`src/rtl/player_input_hub_if.sv`:
```
// Bundle of joystick inputs, frame handshake and snapshot outputs shared between
// the board top / game-state FSM (master) and the input hub (slave).
interface player_input_hub_if #(
  parameter int NUM_PLAYERS = 2,
  parameter int NUM_BTN     = 5
);
  logic [NUM_PLAYERS*NUM_BTN-1:0] i_btn;
  logic                           i_enable;
  logic                           i_frame;
  logic                           o_valid;
  logic [NUM_PLAYERS*3-1:0]       o_dir;
  logic [NUM_PLAYERS-1:0]         o_fire;
  logic [NUM_PLAYERS*NUM_BTN-1:0] o_led;

  modport master (
    output i_btn, i_enable, i_frame,
    input  o_valid, o_dir, o_fire, o_led
  );

  modport slave (
    input  i_btn, i_enable, i_frame,
    output o_valid, o_dir, o_fire, o_led
  );
endinterface

```
`src/rtl/player_input_hub.sv`:
```
// Joystick front end: synchronise + debounce raw buttons, resolve one direction per
// player, queue fire requests with cooldown, and publish one snapshot per frame tick.
module player_input_hub #(
  parameter int NUM_PLAYERS     = 2,
  parameter int NUM_BTN         = 5,
  parameter int DEBOUNCE_CYCLES = 250000,
  parameter int FIRE_COOLDOWN   = 8,
  parameter int ACTIVE_LOW_IN   = 0
) (
  input logic               clk,
  input logic               rst_n,
  player_input_hub_if.slave hub
);

  localparam int NB       = NUM_PLAYERS * NUM_BTN;
  localparam int DB_W     = (DEBOUNCE_CYCLES > 1) ? $clog2(DEBOUNCE_CYCLES) : 1;
  localparam int CD_W     = (FIRE_COOLDOWN > 0) ? $clog2(FIRE_COOLDOWN + 1) : 1;
  localparam int BIT_UP    = 0;
  localparam int BIT_DOWN  = 1;
  localparam int BIT_LEFT  = 2;
  localparam int BIT_RIGHT = 3;
  localparam int BIT_FIRE  = 4;

  localparam logic [DB_W-1:0] DB_LAST = DB_W'(DEBOUNCE_CYCLES - 1);
  localparam logic [DB_W-1:0] DB_ONE  = DB_W'(1);
  localparam logic [CD_W-1:0] CD_LOAD = CD_W'(FIRE_COOLDOWN);
  localparam logic [CD_W-1:0] CD_ONE  = CD_W'(1);

  logic [NB-1:0]            raw_btn;
  logic [NB-1:0]            sync_q1;
  logic [NB-1:0]            sync_q2;
  logic [NB-1:0]            deb_level;
  logic [DB_W-1:0]          deb_cnt [NB];
  logic [NB-1:0]            led_q;

  logic [NUM_PLAYERS*3-1:0] dir_next;
  logic [NUM_PLAYERS-1:0]   fire_level;
  logic [NUM_PLAYERS-1:0]   fire_prev;
  logic [NUM_PLAYERS-1:0]   fire_edge;
  logic [NUM_PLAYERS-1:0]   pending;
  logic [CD_W-1:0]          cooldown [NUM_PLAYERS];

  logic                     valid_q;
  logic [NUM_PLAYERS*3-1:0] dir_q;
  logic [NUM_PLAYERS-1:0]   fire_q;

  // Inversion happens before synchronisation so everything downstream is active-high.
  assign raw_btn = (ACTIVE_LOW_IN != 0) ? ~hub.i_btn : hub.i_btn;

  always_ff @(posedge clk or negedge rst_n) begin
    if (!rst_n) begin
      sync_q1 <= '0;
      sync_q2 <= '0;
    end else begin
      sync_q1 <= raw_btn;
      sync_q2 <= sync_q1;
    end
  end

  // A level is only accepted after DEBOUNCE_CYCLES consecutive disagreeing samples.
  always_ff @(posedge clk or negedge rst_n) begin
    if (!rst_n) begin
      deb_level <= '0;
      for (int b = 0; b < NB; b++) deb_cnt[b] <= '0;
    end else begin
      for (int b = 0; b < NB; b++) begin
        if (sync_q2[b] == deb_level[b]) begin
          deb_cnt[b] <= '0;
        end else if (deb_cnt[b] == DB_LAST) begin
          deb_level[b] <= ~deb_level[b];
          deb_cnt[b]   <= '0;
        end else begin
          deb_cnt[b] <= deb_cnt[b] + DB_ONE;
        end
      end
    end
  end

  always_ff @(posedge clk or negedge rst_n) begin
    if (!rst_n) led_q <= '0;
    else        led_q <= deb_level;
  end

  always_comb begin
    dir_next   = '0;
    fire_level = '0;
    for (int p = 0; p < NUM_PLAYERS; p++) begin
      fire_level[p] = deb_level[p*NUM_BTN + BIT_FIRE];
      if (deb_level[p*NUM_BTN + BIT_UP])         dir_next[p*3 +: 3] = 3'd1;
      else if (deb_level[p*NUM_BTN + BIT_DOWN])  dir_next[p*3 +: 3] = 3'd2;
      else if (deb_level[p*NUM_BTN + BIT_LEFT])  dir_next[p*3 +: 3] = 3'd3;
      else if (deb_level[p*NUM_BTN + BIT_RIGHT]) dir_next[p*3 +: 3] = 3'd4;
    end
  end

  assign fire_edge = fire_level & ~fire_prev;

  // A delivering tick swallows a coincident edge; a non-delivering tick lets it queue.
  always_ff @(posedge clk or negedge rst_n) begin
    if (!rst_n) begin
      fire_prev <= '0;
      pending   <= '0;
      for (int p = 0; p < NUM_PLAYERS; p++) cooldown[p] <= '0;
    end else begin
      fire_prev <= fire_level;
      for (int p = 0; p < NUM_PLAYERS; p++) begin
        if (!hub.i_enable) begin
          pending[p]  <= 1'b0;
          cooldown[p] <= '0;
        end else if (hub.i_frame && pending[p]) begin
          pending[p]  <= 1'b0;
          cooldown[p] <= CD_LOAD;
        end else begin
          if (hub.i_frame && (cooldown[p] != '0)) cooldown[p] <= cooldown[p] - CD_ONE;
          if (fire_edge[p] && (cooldown[p] == '0)) pending[p] <= 1'b1;
        end
      end
    end
  end

  always_ff @(posedge clk or negedge rst_n) begin
    if (!rst_n) begin
      valid_q <= 1'b0;
      dir_q   <= '0;
      fire_q  <= '0;
    end else begin
      valid_q <= hub.i_frame;
      if (hub.i_frame) begin
        dir_q  <= hub.i_enable ? dir_next : '0;
        fire_q <= hub.i_enable ? pending : '0;
      end
    end
  end

  assign hub.o_valid = valid_q;
  assign hub.o_dir   = dir_q;
  assign hub.o_fire  = fire_q;
  assign hub.o_led   = led_q;

endmodule
```
`src/flat_wrapper.sv`:
```
// flat-port wrapper written by rule: the top's interface ports become plain ports
module player_input_hub_flat 
#(
  parameter int NUM_PLAYERS     = 2,
  parameter int NUM_BTN         = 5,
  parameter int DEBOUNCE_CYCLES = 250000,
  parameter int FIRE_COOLDOWN   = 8,
  parameter int ACTIVE_LOW_IN   = 0
)
  (clk, rst_n, hub_i_btn, hub_i_enable, hub_i_frame, hub_o_valid, hub_o_dir, hub_o_fire, hub_o_led);
  player_input_hub_if #(.NUM_PLAYERS(NUM_PLAYERS), .NUM_BTN(NUM_BTN)) hub_i ();
  input logic clk;
  input logic rst_n;
  input wire logic [$bits(hub_i.i_btn)-1:0] hub_i_btn;
  input wire logic [$bits(hub_i.i_enable)-1:0] hub_i_enable;
  input wire logic [$bits(hub_i.i_frame)-1:0] hub_i_frame;
  output wire logic [$bits(hub_i.o_valid)-1:0] hub_o_valid;
  output wire logic [$bits(hub_i.o_dir)-1:0] hub_o_dir;
  output wire logic [$bits(hub_i.o_fire)-1:0] hub_o_fire;
  output wire logic [$bits(hub_i.o_led)-1:0] hub_o_led;
  assign hub_i.i_btn = hub_i_btn;
  assign hub_i.i_enable = hub_i_enable;
  assign hub_i.i_frame = hub_i_frame;
  assign hub_o_valid = hub_i.o_valid;
  assign hub_o_dir = hub_i.o_dir;
  assign hub_o_fire = hub_i.o_fire;
  assign hub_o_led = hub_i.o_led;
  player_input_hub #(.NUM_PLAYERS(NUM_PLAYERS), .NUM_BTN(NUM_BTN), .DEBOUNCE_CYCLES(DEBOUNCE_CYCLES), .FIRE_COOLDOWN(FIRE_COOLDOWN), .ACTIVE_LOW_IN(ACTIVE_LOW_IN)) u_core (.clk(clk), .rst_n(rst_n), .hub(hub_i));
endmodule
```
`config.mk`:
```
export PLATFORM = sky130hd
export DESIGN_NAME = player_input_hub_flat
export DESIGN_NICKNAME = d
export VERILOG_FILES = /design/src/rtl/player_input_hub_if.sv /design/src/rtl/player_input_hub.sv /design/src/flat_wrapper.sv
export SDC_FILE = /design/constraint.sdc
export NUM_CORES = 1
export LEC_CHECK = 0
export CAP_MARGIN = 0
export CELL_PAD_IN_SITES_DETAIL_PLACEMENT = 1
export CELL_PAD_IN_SITES_GLOBAL_PLACEMENT = 1
export CORE_ASPECT_RATIO = 1.25
export CORE_MARGIN = 1
export CORE_UTILIZATION = 45
export CTS_BUF_LIST = sky130_fd_sc_hd__clkbuf_4
export CTS_CLUSTER_DIAMETER = 60
export DETAILED_ROUTE_END_ITERATION = 8
export GPL_TIMING_DRIVEN = 0
export PLACE_DENSITY_LB_ADDON = 0.12
export REMOVE_ABC_BUFFERS = 1
export SYNTH_ARGS = -nofsm -noshare
export SYNTH_HDL_FRONTEND = slang
export SYNTH_SLANG_ARGS = --single-unit
```
`constraint.sdc`:
```
create_clock -name clk -period 2.7 [get_ports clk]
set_input_delay 0.405 -clock clk [delete_from_list [all_inputs] [get_ports clk]]
set_output_delay 0.405 -clock clk [all_outputs]
set_load 0.05 [all_outputs]
```
## Word-level counts from Yosys, hierarchy flattened

Index checks and enable logic that the tools add are counted.

| operators by class | value |
|---|---|
| add/sub/neg operators | 12 |
| equal/unequal tests | 24 |
| multiplexer cells | 42 |
| bitwise logic cells | 22 |
| reductions and logical operators | 20 |

Operators by type and width:

| kind | number |
|---|---|
| $mux 18 | 20 |
| $add 18x1->18 const B | 10 |
| $eq 18x18->1 const B | 10 |
| $mux 3 | 8 |
| $mux 4 | 6 |
| $not 1->1 | 20 |
| $reduce_and 2->1 | 10 |
| $ne 3x1->1 const B | 4 |
| $eq 1x1->1 | 10 |
| $logic_not 4->1 | 2 |
| $reduce_bool 4->1 | 2 |
| $sub 4x1->4 const B | 2 |
| $logic_and 1x1->1 | 6 |
| $mux 1 | 6 |
| $mux 6 | 1 |
| $and 2x2->2 | 1 |
| $mux 2 | 1 |
| $not 2->2 | 1 |

| word-level totals | value |
|---|---|
| register bits after elaboration | 241 |
| bits of input ports | 14 |
| output and inout bits | 19 |
| word-level logic and storage cells | 151 |

## Depth between registers and ports, before layout

| logic depth | value |
|---|---|
| word-level depth | 6 |
| depth in mapped cells | 6 |
| gate-level depth less buffers | 6 |

## Worst setup path before layout

OpenSTA, ideal clock, no wires.

| path | value |
|---|---|
| path type | register -> register |
| from | reg u_core.deb_cnt[0] (netlist name) |
| to | reg u_core.deb_cnt[10] (netlist name) |
| library setup time | 122 ps |
| arrival | 1768 ps |
| required time | 2578 ps |
| path slack | 811 ps |
| cell stages (with the launch flop) | 6 |
| buffers on the path | 1 |
| period minus slack after synthesis | 1889 ps |
| cells stage by stage | dfrtp_1 -> ha_1 -> nand3_1 -> o41ai_2 -> buf_2 -> nor2_1 |

| on the way | value |
|---|---|
| word-level cells in the longest chain between the ends | 3 |
| elaborated cells between the ends (all ways) | 4 |
| classes of those cells | add/sub (1); eq/ne (1); mux (2) |

RTL lines:

| element | RTL line | RTL |
|---|---|---|
| start: declaration | player_input_hub.sv:33 | `logic [DB_W-1:0] deb_cnt [NB];` |
| start signal: indexed assignment | player_input_hub.sv:73 | `deb_cnt[b] <= deb_cnt[b] + DB_ONE;` |
| $add 18x1->18 / $eq 18x18->1 (equally long branches) | player_input_hub.sv:73, player_input_hub.sv:69 |  |
| $mux 18 (*) | player_input_hub.sv:69 | `end else if (deb_cnt[b] == DB_LAST) begin` |
| $mux 18 (*) | player_input_hub.sv:67 | `if (sync_q2[b] == deb_level[b]) begin` |

Every way passes the cells marked *; elsewhere a longest branch is shown, timed or not.
A chain may end at the register's enable or synchronous reset.

## Worst setup path after layout

| path | value |
|---|---|
| from | reg u_core.deb_cnt[80] (netlist name) |
| to | reg u_core.deb_cnt[88] (netlist name) |

The elaborated chain is that of the path after synthesis.

==> impl_metrics.toml <==
[drt]
wl_met2_um = 11900
wl_met3_um = 962
antenna_left = 0
firstDrtPassIters = 4
wl_met1_um = 10600
dr_total_vias = 8319
via_per_inst = 5.38
wl_um = 23800
drc = 0
wire_per_inst_um = 15.4
drt-initial-drc-count = 305
top_layer = "met4"

[critical_path]
cp_data_required_time_ns = 3.25
r2r-end = "u_core.deb_cnt[88]"
crit_path_end_kind = "register"
worstRegToRegCells = 4
critPathLaunchType = "register"
critPathMaxFanout = 18
worstPathArrival_ns = 2.96
r2r-start = "u_core.deb_cnt[80]"
reg2reg_slack_ns = 0.29
critical_path_class = "reg -> reg"

[cts]
cts.htree.levels = 3
cts_tree = "built"
clkSinkCount = 239
post-cts-setup-buffers = 0
cts_resized = 0
cts_buffers = 67
cts.clk_slew.worst_paths_ns = 0.06
clock_path_buffers = 3
clock_tree.root_cell = "clkbuf_4"
worstSkewPairLatency_ns = 0.68
cts-hold-fix-buffers = 1

[cells_and_area]
final_cell_area_um2 = 12800
syn_to_final_growth_pct = 14.4
stdcell_count = 1546
fillers = 2746
drive_gt1_share_pct = 11.3
ff_latch_area_um2 = 5980
nets = 1195
multi_input_area_um2 = 4970

[sta]
hold_viol = 0
rsz0062_at_grt = "false"
drv_slew = 0
max_freq_mhz = 415
min_period_ns = 2.41
tns_ns = 0
period_share_pct = 89.2
maxSlewHeadroom_pct = 15.8
setup_viol = 0
clock_skew_ns = 0.0341
worst_slew_pin_slew_ns = 1.25

[min_path]
hold_path_depth = 1
hold_path.class = "in -> reg"
hold_start = "hub_i_btn[1]"
whs_endpoint = "u_core.sync_q1[1]"

[run_status]
status = "completed"

[logic_synthesis]
seq_area_frac_synth_pct = 53.6
yosysMostFrequentCell = "dfrtp_1"
synth_top_area_cell = "dfrtp_1"
netlist_instances = 1083
synth_cell_types = 52
yosys_register_bits = 239
ys_async_sr_fraction_pct = 100
synth.yosys.warnings = 0
synth-edff-count = 0
avgSynthCellArea_um2 = 10.3
synthTopCellsByArea = "dfrtp_1 54%, nor2_1 6.3%, xor2_1 6.0%, xnor2_1 5.4%, nand4_1 3.1%"
ys_dominant_reg_cell = "dfrtp_1"
yosysTopAreaCellShare_pct = 53.6
syn_area_um2 = 11200
synth_commonest_cells = "239 x dfrtp_1, 187 x nor2_1, 77 x xor2_1"

[floorplanning]
rows = 64
fp.dieArea_um2 = 25400
core-area_um2 = 24400
start_util_pct = 45.7
chipWidth_um = 143
die_y_um = 178
io_pins = 33

[global_routing]
antenna_found_initial = 2
gr-total-overflow = 0
first_global_vias = 8919
grt_util_all_layers_pct = 20.4
grt_max_degree = 91
grt_pass1_wl_um = 41800

[power]
peakVddDrop_mv = 0.375
power.leakage_nw = 5.34
power_density_nw_per_um2 = 603

[run]
maxCapViolations = 0

[placed_design]
place_hpwl_um = 15700
place.port_buffers = 32
place_inst = 1425
dpl_cell_area_um2 = 11900
routabilityCongestion = 0.729
==> cell usage in the layout, fill, tap and decap left out, drive strengths merged, types with 4 or more instances in the layout <==
| master | n |
|---|---|
| or4 | 14 |
| inv | 36 |
| o21a | 6 |
| o21ai | 22 |
| a21oi | 29 |
| nand3 | 67 |
| xor2 | 77 |
| o31ai | 14 |
| clkinv | 10 |
| nand2 | 56 |
| nor4b | 10 |
| nand4 | 56 |
| xnor2 | 69 |
| mux2 | 10 |
| nor3 | 25 |
| or3 | 11 |
| nor2b | 7 |
| nor4 | 28 |
| and4 | 34 |
| clkbuf | 99 |
| nand3b | 4 |
| ha | 14 |
| and2 | 5 |
| buf | 6 |
| o41ai | 4 |
| nand4b | 5 |
| nor2 | 187 |
| and3 | 8 |
| clkdlybuf4s50 | 31 |
| dfrtp | 239 |
| diode | 4 |
==> metrics by stage <==
step | total power [mW] | setup WS, ns | hold WS [ns] | utilization (%)
finish | 7.69 | 0.291 | 0.161 | 52.3
global route | 8.16 | 0.0527 | 0.0937 | 52.3
CTS | 7.87 | 0.120 | 0.0884 | 52.2
detailed placement | 4.40 | 0.106 | 0.340 | 48.6
global placement | 4.36 | -9.26 | 0.332 | 48.3
floorplan | 4.17 | 0.660 | 0.109 | -
==> worst max-delay path, stage by stage (launching register included) <==
cell,delay [ns]
dfrtp_1,0.41
nor4b_1,0.40
nand4b_1,0.21
o31ai_2,1.01
o21ba_2,0.27
==> how the worst max path moves through the flow <==
stage / startpoint / end / slack, ns / cells after the start
floorplan: u_core.deb_cnt[0] / u_core.deb_cnt[10] / 0.66 / 4
global placement: rst_n / u_core.deb_cnt[72] / -9.26 / 1
detailed placement: u_core.deb_cnt[108] / u_core.deb_cnt[120] / 0.11 / 5
CTS: u_core.deb_cnt[108] / u_core.deb_cnt[120] / 0.12 / 5
global route: u_core.deb_cnt[80] / u_core.deb_cnt[88] / 0.05 / 4
finish: u_core.deb_cnt[80] / u_core.deb_cnt[88] / 0.29 / 4
==> power breakdown <==
group	internal, mW	leakage, nW	switching, mW
clock network	1.86	0.515	1.51
logic	0.234	1.56	0.325
registers	3.68	3.26	0.0864
total	5.77	5.34	1.92
==> layer usage <==
metal	global-route usage [%]	up-vias
met4	7.80	0
met3	4.86	29
li1	-	4014
met2	35.0	113
met5	0	-
met1	24.6	4163
==> state kept, by name (all words and copies together), names as in the netlist <==
name / count
u_core.pending: 2
u_core.hub.o_led: 9
u_core.sync_q2: 10
u_core.sync_q1: 10
u_core.hub.o_dir: 6
u_core.hub.o_fire: 2
u_core.deb_cnt: 180
u_core.cooldown: 8
u_core.hub.o_valid: 1
u_core.fire_prev: 1
u_core.deb_level: 10
==> cell families (layout without fill, tap and decap cells) <==
kind of cell,after synthesis,in the layout,synth area share (%)
AND/OR/NAND/NOR,530,530,24.9
buffers and inverters,56,185,1.97
flip-flops,239,239,53.6
multiplexers,11,11,1.10
AO/OA/AOI/OAI,87,87,5.37
adder cells (fa/ha/maj),14,14,1.57
XOR/XNOR,146,146,11.5
other,0,4,0
==> area by class of cell <==
type | count | area share (%)
repair buffers | 38 | 3.26
multi-input cells | 788 | 38.9
inverters | 33 | 0.970
well taps | 330 | 3.23
clock inverters | 15 | 0.862
clock buffers | 99 | 5.82
diodes | 4 | 0.0784
flip-flops and latches | 239 | 46.8
Power figures use the tool's default switching activity.
